<file path="config.mk">
export PLATFORM = sky130hd
export DESIGN_NAME = snoop_responder_flat
export DESIGN_NICKNAME = d
export VERILOG_FILES = /design/src/rtl/snoop_responder_pkg.sv /design/src/rtl/snoop_responder_if.sv /design/src/rtl/snoop_responder.sv /design/src/flat_wrapper.sv
export SDC_FILE = /design/constraint.sdc
export NUM_CORES = 1
export LEC_CHECK = 0
export CAP_MARGIN = 30
export CORE_MARGIN = 2
export CORE_UTILIZATION = 37
export CTS_BUF_LIST = sky130_fd_sc_hd__clkbuf_4
export DETAILED_ROUTE_END_ITERATION = 16
export GPL_TIMING_DRIVEN = 0
export HOLD_SLACK_MARGIN = 0.06
export PLACE_DENSITY = 0.78
export RECOVER_POWER = 50
export SKIP_CTS_REPAIR_TIMING = 1
export SLEW_MARGIN = 20
export SYNTH_ARGS = -nofsm -noshare
export SYNTH_HDL_FRONTEND = slang
export SYNTH_SLANG_ARGS = --single-unit
</file>
<file path="constraint.sdc">
create_clock -name clk -period 1.9 [get_ports clk]
set_input_delay 0.38 -clock clk [delete_from_list [all_inputs] [get_ports clk]]
set_output_delay 0.38 -clock clk [all_outputs]
set_load 0.02 [all_outputs]
</file>
<file path="src/rtl/snoop_responder_pkg.sv">
// Shared types and geometry for the L2 snoop responder.
// Holds the bus/MESI/L1 message encodings, the address split widths and a
// line_align() helper that clears the line offset of an address.
package snoop_responder_pkg;

  localparam int unsigned AddrW      = 32;
  localparam int unsigned IndexBits  = 14;
  localparam int unsigned OffsetBits = 6;
  localparam int unsigned WayBits    = 4;
  localparam int unsigned TagBits    = AddrW - IndexBits - OffsetBits;

  typedef enum logic [2:0] {
    BusNone       = 3'd0,
    BusRead       = 3'd1,
    BusWrite      = 3'd2,
    BusInvalidate = 3'd3,
    BusRwim       = 3'd4
  } bus_op_t;

  typedef enum logic [1:0] {
    SnpHit   = 2'd0,
    SnpHitm  = 2'd1,
    SnpNohit = 2'd2
  } snoop_result_t;

  typedef enum logic [1:0] {
    MesiI = 2'd0,
    MesiS = 2'd1,
    MesiE = 2'd2,
    MesiM = 2'd3
  } mesi_t;

  typedef enum logic [2:0] {
    L1None           = 3'd0,
    L1Getline        = 3'd1,
    L1Sendline       = 3'd2,
    L1Invalidateline = 3'd3,
    L1Evictline      = 3'd4
  } l1_msg_t;

  function automatic logic [AddrW-1:0] line_align(input logic [AddrW-1:0] addr);
    return {addr[AddrW-1:OffsetBits], {OffsetBits{1'b0}}};
  endfunction

endpackage

</file>
<file path="src/rtl/snoop_responder_if.sv">
// Signal bundle of the snoop responder: snooped bus op in, snoop response out,
// tag/MESI lookup + update port, L1 message channel, writeback channel, and
// status (proto_err pulse, saturating HITM counter).
// slave  : responder side.
// master : environment side (bus, tag array, L1, writeback path).
interface snoop_responder_if;
  import snoop_responder_pkg::*;

  logic                 snp_valid;
  logic                 snp_ready;
  logic [2:0]           snp_op;
  logic [AddrW-1:0]     snp_addr;
  logic                 rsp_valid;
  logic [1:0]           rsp_result;
  logic                 lk_req;
  logic [IndexBits-1:0] lk_index;
  logic [TagBits-1:0]   lk_tag;
  logic                 lk_ack;
  logic                 lk_hit;
  logic [WayBits-1:0]   lk_way;
  logic [1:0]           lk_mesi;
  logic                 upd_en;
  logic [IndexBits-1:0] upd_index;
  logic [WayBits-1:0]   upd_way;
  logic [1:0]           upd_mesi;
  logic                 l1_valid;
  logic [2:0]           l1_msg;
  logic [AddrW-1:0]     l1_addr;
  logic                 l1_ready;
  logic                 wb_valid;
  logic [2:0]           wb_op;
  logic [AddrW-1:0]     wb_addr;
  logic                 wb_ready;
  logic                 proto_err;
  logic [31:0]          hitm_cnt;

  modport slave (
    input  snp_valid, snp_op, snp_addr, lk_ack, lk_hit, lk_way, lk_mesi, l1_ready, wb_ready,
    output snp_ready, rsp_valid, rsp_result, lk_req, lk_index, lk_tag, upd_en, upd_index,
           upd_way, upd_mesi, l1_valid, l1_msg, l1_addr, wb_valid, wb_op, wb_addr, proto_err,
           hitm_cnt
  );

  modport master (
    output snp_valid, snp_op, snp_addr, lk_ack, lk_hit, lk_way, lk_mesi, l1_ready, wb_ready,
    input  snp_ready, rsp_valid, rsp_result, lk_req, lk_index, lk_tag, upd_en, upd_index,
           upd_way, upd_mesi, l1_valid, l1_msg, l1_addr, wb_valid, wb_op, wb_addr, proto_err,
           hitm_cnt
  );

endinterface

</file>
<file path="src/rtl/snoop_responder.sv">
// Bus-side snoop responder for the L2 MESI cache.
// Accepts one snooped bus op at a time, looks the line up in the tag/MESI
// array, answers HIT/HITM/NOHIT, pulls/invalidates the L1 copy and writes a
// modified line back as needed, then commits the new MESI state.
// Ports: clk, rst_n (async, active low), bus (snoop_responder_if.slave).
module snoop_responder
  import snoop_responder_pkg::*;
(
  input logic              clk,
  input logic              rst_n,
  snoop_responder_if.slave bus
);

  typedef enum logic [2:0] {
    StIdle,
    StLookup,
    StResp,
    StL1Get,
    StWb,
    StL1Inv,
    StUpdate
  } state_e;

  state_e             state_q, state_d;
  bus_op_t            op_q, op_d;
  logic [AddrW-1:0]   addr_q, addr_d;
  logic [WayBits-1:0] way_q, way_d;
  mesi_t              mesi_q, mesi_d;
  logic [31:0]        hitm_cnt_q, hitm_cnt_d;

  always_ff @(posedge clk or negedge rst_n) begin
    if (!rst_n) begin
      state_q    <= StIdle;
      op_q       <= BusNone;
      addr_q     <= '0;
      way_q      <= '0;
      mesi_q     <= MesiI;
      hitm_cnt_q <= '0;
    end else begin
      state_q    <= state_d;
      op_q       <= op_d;
      addr_q     <= addr_d;
      way_q      <= way_d;
      mesi_q     <= mesi_d;
      hitm_cnt_q <= hitm_cnt_d;
    end
  end

  // Payloads come straight from the latched op so they stay stable while valid.
  assign bus.lk_index  = addr_q[OffsetBits +: IndexBits];
  assign bus.lk_tag    = addr_q[AddrW-1 -: TagBits];
  assign bus.upd_index = addr_q[OffsetBits +: IndexBits];
  assign bus.upd_way   = way_q;
  assign bus.upd_mesi  = (op_q == BusRead) ? MesiS : MesiI;
  assign bus.l1_addr   = line_align(addr_q);
  assign bus.wb_addr   = line_align(addr_q);
  assign bus.hitm_cnt  = hitm_cnt_q;

  always_comb begin
    state_d        = state_q;
    op_d           = op_q;
    addr_d         = addr_q;
    way_d          = way_q;
    mesi_d         = mesi_q;
    hitm_cnt_d     = hitm_cnt_q;
    bus.snp_ready  = 1'b0;
    bus.rsp_valid  = 1'b0;
    bus.rsp_result = 2'd0;
    bus.lk_req     = 1'b0;
    bus.upd_en     = 1'b0;
    bus.l1_valid   = 1'b0;
    bus.l1_msg     = L1None;
    bus.wb_valid   = 1'b0;
    bus.wb_op      = BusNone;
    bus.proto_err  = 1'b0;

    unique case (state_q)
      StIdle: begin
        bus.snp_ready = 1'b1;
        if (bus.snp_valid) begin
          // Undefined opcodes are handled as a plain WRITE snoop.
          op_d    = (bus.snp_op inside {[3'd1:3'd4]}) ? bus_op_t'(bus.snp_op) : BusWrite;
          addr_d  = bus.snp_addr;
          state_d = StLookup;
        end
      end

      StLookup: begin
        bus.lk_req = 1'b1;
        if (bus.lk_ack) begin
          way_d   = bus.lk_way;
          mesi_d  = bus.lk_hit ? mesi_t'(bus.lk_mesi) : MesiI;
          state_d = StResp;
        end
      end

      StResp: begin
        bus.rsp_valid = 1'b1;
        unique case (mesi_q)
          MesiM:        bus.rsp_result = SnpHitm;
          MesiE, MesiS: bus.rsp_result = SnpHit;
          default:      bus.rsp_result = SnpNohit;
        endcase
        if (mesi_q == MesiM && hitm_cnt_q != '1) hitm_cnt_d = hitm_cnt_q + 32'd1;

        state_d = StIdle;
        unique case (op_q)
          BusRead: begin
            if (mesi_q == MesiM)      state_d = StL1Get;
            else if (mesi_q == MesiE) state_d = StUpdate;
          end
          BusRwim: begin
            if (mesi_q == MesiM)      state_d = StL1Get;
            else if (mesi_q != MesiI) state_d = StL1Inv;
          end
          BusInvalidate: begin
            // Another cache cannot hold S while we hold E/M.
            if (mesi_q == MesiS)      state_d = StL1Inv;
            else if (mesi_q != MesiI) bus.proto_err = 1'b1;
          end
          BusWrite: begin
            if (mesi_q == MesiM) bus.proto_err = 1'b1;
          end
          default: ;
        endcase
      end

      StL1Get: begin
        bus.l1_valid = 1'b1;
        bus.l1_msg   = L1Getline;
        if (bus.l1_ready) state_d = StWb;
      end

      StWb: begin
        bus.wb_valid = 1'b1;
        bus.wb_op    = BusWrite;
        if (bus.wb_ready) state_d = (op_q == BusRwim) ? StL1Inv : StUpdate;
      end

      StL1Inv: begin
        bus.l1_valid = 1'b1;
        bus.l1_msg   = L1Invalidateline;
        if (bus.l1_ready) state_d = StUpdate;
      end

      StUpdate: begin
        bus.upd_en = 1'b1;
        state_d    = StIdle;
      end

      default: state_d = StIdle;
    endcase
  end

endmodule

</file>
<file path="src/flat_wrapper.sv">
// flat-port wrapper written by rule: the top's interface ports become plain ports
module snoop_responder_flat import snoop_responder_pkg::*;
  (clk, rst_n, bus_snp_valid, bus_snp_op, bus_snp_addr, bus_lk_ack, bus_lk_hit, bus_lk_way, bus_lk_mesi, bus_l1_ready, bus_wb_ready, bus_snp_ready, bus_rsp_valid, bus_rsp_result, bus_lk_req, bus_lk_index, bus_lk_tag, bus_upd_en, bus_upd_index, bus_upd_way, bus_upd_mesi, bus_l1_valid, bus_l1_msg, bus_l1_addr, bus_wb_valid, bus_wb_op, bus_wb_addr, bus_proto_err, bus_hitm_cnt);
  snoop_responder_if bus_i ();
  input logic clk;
  input logic rst_n;
  input wire logic [$bits(bus_i.snp_valid)-1:0] bus_snp_valid;
  input wire logic [$bits(bus_i.snp_op)-1:0] bus_snp_op;
  input wire logic [$bits(bus_i.snp_addr)-1:0] bus_snp_addr;
  input wire logic [$bits(bus_i.lk_ack)-1:0] bus_lk_ack;
  input wire logic [$bits(bus_i.lk_hit)-1:0] bus_lk_hit;
  input wire logic [$bits(bus_i.lk_way)-1:0] bus_lk_way;
  input wire logic [$bits(bus_i.lk_mesi)-1:0] bus_lk_mesi;
  input wire logic [$bits(bus_i.l1_ready)-1:0] bus_l1_ready;
  input wire logic [$bits(bus_i.wb_ready)-1:0] bus_wb_ready;
  output wire logic [$bits(bus_i.snp_ready)-1:0] bus_snp_ready;
  output wire logic [$bits(bus_i.rsp_valid)-1:0] bus_rsp_valid;
  output wire logic [$bits(bus_i.rsp_result)-1:0] bus_rsp_result;
  output wire logic [$bits(bus_i.lk_req)-1:0] bus_lk_req;
  output wire logic [$bits(bus_i.lk_index)-1:0] bus_lk_index;
  output wire logic [$bits(bus_i.lk_tag)-1:0] bus_lk_tag;
  output wire logic [$bits(bus_i.upd_en)-1:0] bus_upd_en;
  output wire logic [$bits(bus_i.upd_index)-1:0] bus_upd_index;
  output wire logic [$bits(bus_i.upd_way)-1:0] bus_upd_way;
  output wire logic [$bits(bus_i.upd_mesi)-1:0] bus_upd_mesi;
  output wire logic [$bits(bus_i.l1_valid)-1:0] bus_l1_valid;
  output wire logic [$bits(bus_i.l1_msg)-1:0] bus_l1_msg;
  output wire logic [$bits(bus_i.l1_addr)-1:0] bus_l1_addr;
  output wire logic [$bits(bus_i.wb_valid)-1:0] bus_wb_valid;
  output wire logic [$bits(bus_i.wb_op)-1:0] bus_wb_op;
  output wire logic [$bits(bus_i.wb_addr)-1:0] bus_wb_addr;
  output wire logic [$bits(bus_i.proto_err)-1:0] bus_proto_err;
  output wire logic [$bits(bus_i.hitm_cnt)-1:0] bus_hitm_cnt;
  assign bus_i.snp_valid = bus_snp_valid;
  assign bus_i.snp_op = bus_snp_op;
  assign bus_i.snp_addr = bus_snp_addr;
  assign bus_i.lk_ack = bus_lk_ack;
  assign bus_i.lk_hit = bus_lk_hit;
  assign bus_i.lk_way = bus_lk_way;
  assign bus_i.lk_mesi = bus_lk_mesi;
  assign bus_i.l1_ready = bus_l1_ready;
  assign bus_i.wb_ready = bus_wb_ready;
  assign bus_snp_ready = bus_i.snp_ready;
  assign bus_rsp_valid = bus_i.rsp_valid;
  assign bus_rsp_result = bus_i.rsp_result;
  assign bus_lk_req = bus_i.lk_req;
  assign bus_lk_index = bus_i.lk_index;
  assign bus_lk_tag = bus_i.lk_tag;
  assign bus_upd_en = bus_i.upd_en;
  assign bus_upd_index = bus_i.upd_index;
  assign bus_upd_way = bus_i.upd_way;
  assign bus_upd_mesi = bus_i.upd_mesi;
  assign bus_l1_valid = bus_i.l1_valid;
  assign bus_l1_msg = bus_i.l1_msg;
  assign bus_l1_addr = bus_i.l1_addr;
  assign bus_wb_valid = bus_i.wb_valid;
  assign bus_wb_op = bus_i.wb_op;
  assign bus_wb_addr = bus_i.wb_addr;
  assign bus_proto_err = bus_i.proto_err;
  assign bus_hitm_cnt = bus_i.hitm_cnt;
  snoop_responder u_core (.clk(clk), .rst_n(rst_n), .bus(bus_i));
endmodule
</file>
==> impl_metrics.toml <==
[yosys]
ys_seq_area_share_pct = 43.8
syn_avg_cell_area_um2 = 9.23
synthCells = 433
synth.top_cell.area_share_pct = 43.8
ys.warnings.count = 0
synthesis.area_mm2 = 0.00400
synth_top_cell_by_area = "dfrtp_1"
async_reset_ff_share_pct = 100
synthMostInstantiatedCell = "nand2_1"
synthTopCellsByCount = "nand2_1, buf_4, dfrtp_1"
synthFlopType = "dfrtp_1"
synth_area_leaders = "dfrtp_1, buf_4, nand2_1"
synth-seq-cells = 70
synth_edf_count = 0
ys_types = 43

[setup_path]
worstPathMaxFanout = 4
max_stage_delay_ps = 460
crit_chain = "inv_4, ha_4, nor2_4, a21oi_2, nor4bb_2, buf_4"
worst_ep_arrival_time_ps = 1780
worst_ep_required_time_ps = 1520
cp-start-kind = "flop"
rrSetupSlack_ps = -50
crit_path_end_kind = "primary output"
critPathKind = "flop to primary output"
crit_slowest_cell = "dfrtp_2"

[final_layout]
fin_area_mm2 = 0.00658
nets = 731
antenna_cells = 0
layout.cells.non_filler = 817
area_delta_synth_final_pct = 64.5
drive_gt1_share_pct = 31.7

[placement]
place_hpwl_um = 8780
dpl_cell_area_mm2 = 0.00608
gp_congestion = 0.806
portBuffers = 182
post-place-cells = 767

[route]
routed_wl_um = 12600
drt_iter0_markers = 127
drc = 0
wire_per_inst_um = 15.5
drt_first_pass_iters = 4
vias = 3851
drtAntennaViolNets = 0
via_per_inst = 4.71

[global_route]
grt_first_pass_wirelength_um = 17300
grt_usage_pct = 18.8
grt_max_degree = 42
first_global_vias = 3431
overflow = 0
antenna_found_initial = 0

[die]
num_rows = 37
die_area_mm2 = 0.0117
initial_core_util_pct = 38.4
io_pins = 205
core_region_area_mm2 = 0.0104
fp.dieH_um = 108
die_w_um = 108

[timing]
setup_violations = 19
skew_ps = 19.5
slew_headroom_pct = 50.9
min_period_ps = 2160
drv_slew = 0
timing.fmax_mhz = 462
worst_slew_pin_slew_ps = 736
setup_ws_ps = -263
hold_viol = 0
rsz0062_at_grt = "yes"
holdWs_ps = 497
min_period_over_period_pct = 114

[clock_network]
clockBufferDepth = 2
insertion_delay_ps = 400
cts_root_buf = "clkbuf_4"
htreeDepth = 3
cts_tree = "yes"
cts-buffers-inserted = 9
clock_sinks = 70
path_clk_slew_ps = 120

[run_status]
outcome = "finished with violations"
violations = "setup timing"

[power]
vdd.ir_drop.worst_uv = 868
p_per_area_mw_per_mm2 = 1440
p_leak_nw = 3.77

[min_path]
hp-class = "input pin to flop"

[run]
drv_cap = 0
## cells by family (layout without fill, tap and decap cells)
| group | count (synthesis) | after routing | share of synthesized area (%) |
|---|---|---|---|
| mux | 8 | 8 | 2.19 |
| xor+xnor | 31 | 31 | 6.79 |
| simple gates | 188 | 188 | 23.3 |
| buf+inv | 102 | 335 | 17.7 |
| compound gates | 26 | 26 | 3.91 |
| fa+ha+maj | 7 | 7 | 2.19 |
| other cells | 1 | 16 | 0.0938 |
| flops | 70 | 70 | 43.8 |
## worst max-delay path: cells and delay by family (launching register included)
kind / cells / cell delay, ps
flops: 1 / 460
simple gates: 2 / 420
buf+inv: 2 / 260
fa+ha+maj: 1 / 180
compound gates: 1 / 60
## layer usage
metal | GRT usage [%] | up-vias | wire (um)
met3 | 4.16 | 24 | 903
met2 | 32.5 | 153 | 6540
met5 | 0 | - | 0
met1 | 23.1 | 1863 | 4900
met4 | 6.96 | 0 | 293
li1 | - | 1811 | -
## flip-flops by register name, summed over array words and instances, names as in the netlist
name and flops:
u_core.bus.hitm_cnt 32, u_core.addr_q 26, u_core.bus.upd_way 4, u_core.op_q 3, u_core.state_q 3, u_core.mesi_q 2
## final cells by class
class	count	area, um2
Fill cell	890	3840
Buffer	97	719
Clock inverter	5	73.8
Inverter	5	23.8
Sequential cell	70	1770
Clock buffer	11	82.6
Multi-Input combinational cell	276	1770
Timing Repair Buffer	217	1970
Tap cell	136	170
## per-stage QoR
stage	TNS [ps]	power, mW	setup WS (ps)	utilization (%)
2_1_floorplan	-43.5	5.55	-22.4	-
3_3_place_gp	-133530	8.01	-2110	58.2
3_5_place_dp	-4580	8.15	-338	58.4
4_1_cts	-14650	9.22	-813	59.9
5_1_grt	-4710	10.0	-352	63.1
6_report	-788	9.49	-263	63.1
## cells in the final DEF (no fill, tap or decap), drive strengths merged, types with 6 or more instances in the layout
cell / n
nand2: 100
nor2: 17
a21oi: 7
clkbuf: 70
o21ai: 12
nand2b: 6
nor3: 7
mux2: 6
and3: 8
dfrtp: 70
buf: 127
clkdlybuf4s50: 67
xnor2: 25
xor2: 6
conb: 16
nand4: 14
ha: 7
dlymetal6s2s: 60
nand3: 16
## worst paths after layout
path                                           endpoint  depth (start not counted)                   start
worst max-delay path                      bus_proto_err                          6        u_core.mesi_q[1]
worst min-delay path                  u_core.addr_q[17]                          3        bus_snp_addr[17]
worst max register to register  u_core.bus.hitm_cnt[29]                          8  u_core.bus.hitm_cnt[1]
worst min register to register    u_core.bus.upd_way[2]                          1   u_core.bus.upd_way[2]
max in group asynchronous             u_core.state_q[2]                          3                   rst_n
min in group asynchronous             u_core.addr_q[22]                          2                   rst_n
## report_power, final
part | internal (mW) | total, mW | switching [mW]
logic | 3.05 | 5.99 | 2.94
clock network | 0.557 | 1.07 | 0.511
registers | 1.91 | 2.43 | 0.524
Note: power is estimated with default switching activity, not from simulation.
